### src/rtl/btn_conditioner_pkg.sv
`default_nettype none
// +----------------------------------------------------------------------------+
// | Module      : btn_conditioner_pkg                                          |
// | Description : Shared constants, types and helpers for the push-button      |
// |               conditioner (synchronizer, debouncer, select counter).       |
// | Ports       : none (package)                                               |
// | Revision    : 1.0 - initial release                                        |
// +----------------------------------------------------------------------------+
package btn_conditioner_pkg;

   // 10 ms of stable input at a 100 MHz system clock.
   localparam int DB_CYCLES_100MHZ_10MS = 1000000;
   // Short debounce window that keeps simulations fast.
   localparam int DB_CYCLES_SIM         = 4;
   // Width of the channel select handed to the LED decoder.
   localparam int SEL_W                 = 2;

   typedef logic [SEL_W-1:0] sel_t;

   // Next select value; wraps naturally from the top code back to zero.
   function automatic sel_t sel_next(input sel_t cur);
      return cur + SEL_W'(1);
   endfunction

endpackage : btn_conditioner_pkg
`default_nettype wire

### src/rtl/btn_debounce_ch.sv
`default_nettype none
// +----------------------------------------------------------------------------+
// | Module      : btn_debounce_ch                                              |
// | Description : One push-button channel: 2-flop synchronizer, stability     |
// |               counter, debounced level register and registered            |
// |               press/release pulses.                                        |
// | Ports       : clk         - system clock, rising edge                      |
// |               rst_n       - asynchronous active-low reset                  |
// |               btn_raw     - raw asynchronous button, active-high           |
// |               btn_db      - debounced level                                |
// |               btn_press   - one-cycle pulse on debounced 0->1              |
// |               btn_release - one-cycle pulse on debounced 1->0              |
// | Revision    : 1.0 - initial release                                        |
// +----------------------------------------------------------------------------+
module btn_debounce_ch #(
   parameter int DB_CYCLES = 4,
   parameter int CNT_W     = $clog2(DB_CYCLES)
) (
   input  logic clk,
   input  logic rst_n,
   input  logic btn_raw,
   output logic btn_db,
   output logic btn_press,
   output logic btn_release
);

   logic             sync1_q, sync1_d;
   logic             sync2_q, sync2_d;
   logic [CNT_W-1:0] cnt_q,   cnt_d;
   logic             db_q,    db_d;
   logic             press_q, press_d;
   logic             rel_q,   rel_d;

   always_comb begin
      sync1_d = btn_raw;
      sync2_d = sync1_q;
      cnt_d   = '0;
      db_d    = db_q;

      // Count consecutive cycles of disagreement; any agreement restarts the
      // window, so a glitch shorter than DB_CYCLES leaves no trace.
      if (sync2_q != db_q) begin
         if (cnt_q == CNT_W'(DB_CYCLES - 1)) begin
            db_d  = ~db_q;
            cnt_d = '0;
         end else begin
            cnt_d = cnt_q + CNT_W'(1);
         end
      end

      // Pulses are computed from the next level so they are registered on the
      // same edge as the level change and line up with the new btn_db.
      press_d = db_d & ~db_q;
      rel_d   = ~db_d & db_q;
   end

   always_ff @(posedge clk or negedge rst_n) begin
      if (!rst_n) begin
         sync1_q <= 1'b0;
         sync2_q <= 1'b0;
         cnt_q   <= '0;
         db_q    <= 1'b0;
         press_q <= 1'b0;
         rel_q   <= 1'b0;
      end else begin
         sync1_q <= sync1_d;
         sync2_q <= sync2_d;
         cnt_q   <= cnt_d;
         db_q    <= db_d;
         press_q <= press_d;
         rel_q   <= rel_d;
      end
   end

   assign btn_db      = db_q;
   assign btn_press   = press_q;
   assign btn_release = rel_q;

endmodule : btn_debounce_ch
`default_nettype wire

### src/rtl/btn_conditioner.sv
`default_nettype none
// +----------------------------------------------------------------------------+
// | Module      : btn_conditioner                                              |
// | Description : Input stage for the LED select/decoder. Synchronizes and     |
// |               debounces N_BTN raw buttons, emits press/release pulses and  |
// |               advances a 2-bit select on each debounced press of SEL_BTN.  |
// | Ports       : clk         - system clock, rising edge                      |
// |               rst_n       - asynchronous active-low reset                  |
// |               btn_raw     - raw asynchronous buttons, active-high          |
// |               btn_db      - debounced levels (decoder button input)        |
// |               btn_press   - one-cycle pulse per channel on 0->1            |
// |               btn_release - one-cycle pulse per channel on 1->0            |
// |               sel         - channel select (decoder select input)          |
// | Revision    : 1.0 - initial release                                        |
// +----------------------------------------------------------------------------+
module btn_conditioner
   import btn_conditioner_pkg::*;
#(
   parameter int N_BTN     = 4,
   parameter int DB_CYCLES = DB_CYCLES_100MHZ_10MS,   // must be >= 2
   parameter int SEL_BTN   = 3                        // 0..N_BTN-1
) (
   input  logic             clk,
   input  logic             rst_n,
   input  logic [N_BTN-1:0] btn_raw,
   output logic [N_BTN-1:0] btn_db,
   output logic [N_BTN-1:0] btn_press,
   output logic [N_BTN-1:0] btn_release,
   output logic [SEL_W-1:0] sel
);

   localparam int CNT_W = $clog2(DB_CYCLES);

   sel_t sel_q, sel_d;

   generate
      for (genvar i = 0; i < N_BTN; i++) begin : g_ch
         btn_debounce_ch #(
            .DB_CYCLES (DB_CYCLES),
            .CNT_W     (CNT_W)
         ) u_ch (
            .clk         (clk),
            .rst_n       (rst_n),
            .btn_raw     (btn_raw[i]),
            .btn_db      (btn_db[i]),
            .btn_press   (btn_press[i]),
            .btn_release (btn_release[i])
         );
      end
   endgenerate

   // The press pulse is already single-cycle, so holding the button cannot
   // re-advance the select.
   always_comb begin
      sel_d = sel_q;
      if (btn_press[SEL_BTN]) begin
         sel_d = sel_next(sel_q);
      end
   end

   always_ff @(posedge clk or negedge rst_n) begin
      if (!rst_n) begin
         sel_q <= '0;
      end else begin
         sel_q <= sel_d;
      end
   end

   assign sel = sel_q;

endmodule : btn_conditioner
`default_nettype wire
### config.mk
export PLATFORM = sky130hd
export DESIGN_NAME = btn_conditioner
export DESIGN_NICKNAME = d
export VERILOG_FILES = /design/src/rtl/btn_conditioner_pkg.sv /design/src/rtl/btn_debounce_ch.sv /design/src/rtl/btn_conditioner.sv
export SDC_FILE = /design/constraint.sdc
export NUM_CORES = 1
export LEC_CHECK = 0
export ABC_AREA = 1
export BUFFER_PORTS_ARGS = -buffer_cell sky130_fd_sc_hd__buf_2
export CAP_MARGIN = 20
export CORE_AREA = 8 8 112 114
export DETAILED_ROUTE_END_ITERATION = 8
export DIE_AREA = 0 0 120 122
export PLACE_DENSITY_LB_ADDON = 0.1
export SYNTH_ARGS = -nofsm -noshare
export SYNTH_HDL_FRONTEND = slang
export SYNTH_HIERARCHICAL = 1
export SYNTH_SLANG_ARGS = --single-unit
### constraint.sdc
create_clock -name clk -period 1.7 [get_ports clk]
set_input_delay 0 -clock clk [delete_from_list [all_inputs] [get_ports clk]]
set_output_delay 0 -clock clk [all_outputs]
set_load 0.1 [all_outputs]
==> impl_metrics.yaml <==
yosys:
  synth_xor_area_share_pct: 6.62
  synth_compound_area_share_pct: 2.79
  yosysSeqAreaShare_pct: 44.4
  synth_seq_cells: 102
  synth-simple-area-share_pct: 40.0
  ys_warn_count: 6
  synth.distinct_cells: 23
  syn-cell-area_sq_mm: 0.00575
  synth_top_family_by_area: "simple AND/OR/NAND/NOR gates"
  syn_avg_cell_area_sq_um: 8.33
  synth_fp_nets: 700
  synthAdderAreaFrac_pct: 0.871
  synthMuxAreaShare_pct: 0
  syn_inst: 690
timing:
  max_slew.worst_pin.slew_ns: 0.540
  relSlewSlack_pct: 64.0
  final-max-slew-violation-count: 0
  finalCriticalPeriod_ns: 1.40
  finalHoldViolations: 0
  setup-violations-final: 0
  fmax_mhz: 713
  skew_ns: 0.00946
  rsz0062_at_grt: "no"
  fin_setup_tns_ns: 0
  period_share_pct: 82.5
routing:
  via_per_inst: 5.10
  wl_mm: 11.1
  drtIter0Drc: 324
  dr_total_vias: 4440
  avgRoutedWirePerCell_microns: 12.8
  firstDrtPassIters: 5
  ant_nets: 0
  drc_errors: 0
power:
  p_leak_nw: 3.07
  finalPower_mw: 4.05
  max-vdd-ir-drop_mv: 0.603
  pwr_density_cell_mw_per_mm2: 646
run_status:
  status: "finished, final reports clean"
hold_path:
  hold_path.class: "input port to async pin"
global_route:
  busiest_layer: "met2"
  track_usage_pct: 16.5
  grt_use_met1_pct: 20.9
  gr-total-overflow: 0
  grt_start_max_net_pins: 103
  grt_pass1_wl_mm: 19.9
  met2_usage_pct: 27.4
  grt_pass1_vias: 4424
  antenna_found_initial: 0
  use_met3_pct: 4.21
cts:
  cts_buffers: 9
  clkSinkCount: 102
  clockBufferDepth: 2
  cts_setup_buffers: 0
  cts_resized: 0
  cts_root_buffer: "clkbuf_8"
  clock_latency_ns: 0.37
  clkSlewWorstSetupHoldPaths_ns: 0.09
  cts.htree.levels: 3
  cts_tree: "done"
floorplanning:
  die_w_microns: 120
  rows: 38
  die_h_microns: 122
  core-area_sq_mm: 0.0107
  initial_core_util_pct: 53.7
  die_area_sq_mm: 0.0146
  ios: 20
setup_path:
  worstPathMaxFanout: 7
  cp.arrival_ns: 1.67
  crit_type: "flop to flop"
  cp-start-kind: "flop"
  end_kind: "flop"
  cp.required_ns: 1.96
finish:
  drive_above_1_share_pct: 18.6
  n_fill_cell: 999
  nets: 736
  syn_to_final_growth_pct: 9.03
  multi_input_area_sq_mm: 0.00289
  final_area_sq_mm: 0.00627
  seq_area_sq_mm: 0.00255
  n_antenna_cell: 0
placed_design:
  gp_congestion: 0.890
  port_buffers: 19
  post-dp-hpwl_mm: 8.20
  place_area_sq_mm: 0.00604
run:
  drv_cap: 0
cells in the final DEF, fill, tap and decap left out, types with 5 or more instances in the layout:
| cell | count |
|---|---|
| dfrtp_1 | 102 |
| inv_1 | 70 |
| inv_2 | 12 |
| clkbuf_8 | 10 |
| nand3_1 | 57 |
| nand2_4 | 12 |
| nor2_4 | 28 |
| a21oi_1 | 12 |
| nand4_1 | 12 |
| nand2_2 | 16 |
| dlygate4sd3_1 | 5 |
| xnor2_1 | 12 |
| nor2_1 | 149 |
| nand3b_1 | 8 |
| nor2_2 | 9 |
| o21bai_1 | 8 |
| o21ai_1 | 8 |
| nand3_2 | 12 |
| nor3_1 | 8 |
| buf_2 | 18 |
| nand2_1 | 115 |
| xor2_1 | 24 |
per-layer routing:
layer	up-vias	routed length (microns)	part of all wire (%)
met1	2130	5260	47
li1	2232	-	-
met2	67	5390	48
met3	11	397	3.6
met5	-	0	0
met4	0	99	0.89
final cells by class:
class                   instances  share of cell area, %
multi-input cells             506                   46.1
flip-flops and latches        102                   40.7
inverters                      82                   4.91
well taps                     140                   2.79
repair buffers                 25                   2.67
clock buffers                  11                   2.26
clock inverters                 5                  0.559
cell usage after synthesis, drive strengths merged:
| master | n | area [sq um] |
|---|---|---|
| nor2 | 186 | 931 |
| nand2 | 143 | 667 |
| dfrtp | 102 | 2550 |
| inv | 82 | 308 |
| nand3 | 69 | 405 |
| xor2 | 28 | 275 |
| a21oi | 12 | 60.1 |
| nand3b | 12 | 140 |
| nand4 | 12 | 75.1 |
| nor3 | 12 | 80.1 |
| xnor2 | 12 | 105 |
| o21ai | 8 | 40.0 |
| o21bai | 8 | 60.1 |
| ha | 4 | 50.1 |
state kept, by name (all words and copies together), names as in the netlist:
signal and flops:
sel 2, g_ch.u_ch/btn_db 4, g_ch.u_ch/btn_release 4, g_ch.u_ch/sync2_q 4, g_ch.u_ch/cnt_q 80, g_ch.u_ch/btn_press 4, g_ch.u_ch/sync1_q 4
final timing paths:
path / startpoint / end / slack, ns / cells past startpoint
max in group asynchronous: rst_n / g_ch[3].u_ch/cnt_q[0] / 1.07 / 3
setup / recovery: g_ch[2].u_ch/cnt_q[0] / g_ch[2].u_ch/cnt_q[6] / 0.30 / 6
min in group clk: btn_raw[3] / g_ch[3].u_ch/sync1_q / 0.27 / 2
hold reg to reg: g_ch[3].u_ch/sync1_q / g_ch[3].u_ch/sync2_q / 0.35 / 0
setup reg to reg: g_ch[2].u_ch/cnt_q[0] / g_ch[2].u_ch/cnt_q[6] / 0.30 / 6
hold / removal: rst_n / g_ch[2].u_ch/cnt_q[19] / 0.20 / 3
through the flow:
stage	util (%)	setup slack [ns]	cells	hold slack, ns
2_1_floorplan	-	0.119	690	-0.296
3_3_place_gp	56.5	0.342	850	0.107
3_5_place_dp	56.5	0.290	850	0.107
4_1_cts	58.6	0.274	871	0.246
5_1_grt	58.6	0.150	871	0.249
6_report	58.6	0.297	871	0.200
critical path, cell delays in order, from the launching register on:
cell,delay (ns)
dfrtp_1,0.37
ha_1,0.21
nand3_2,0.15
nor2_4,0.17
nand3_2,0.15
nand2_2,0.17
nor2_1,0.07
logic make-up after synthesis:
| group | Yosys count |
|---|---|
| and+or+nand+nor | 434 |
| DFF | 102 |
| buffers and inverters | 82 |
| xor gates and xnor gates | 40 |
| AOI/OAI and AO/OA | 28 |
| adders and majority gates | 4 |
repair_timing:
item                       in CTS  in global routing
hold buffers                    5                  0
hold endpoints to repair      106                  0
setup endpoints to repair       0                  0
power breakdown:
part	internal (mW)	switching, mW	leakage (nW)
clock network	0.573	0.832	0.0893
registers	2.46	0.0261	1.40
logic	0.0508	0.113	1.58
total	3.08	0.971	3.07
Note: power is estimated with default switching activity, not from simulation.
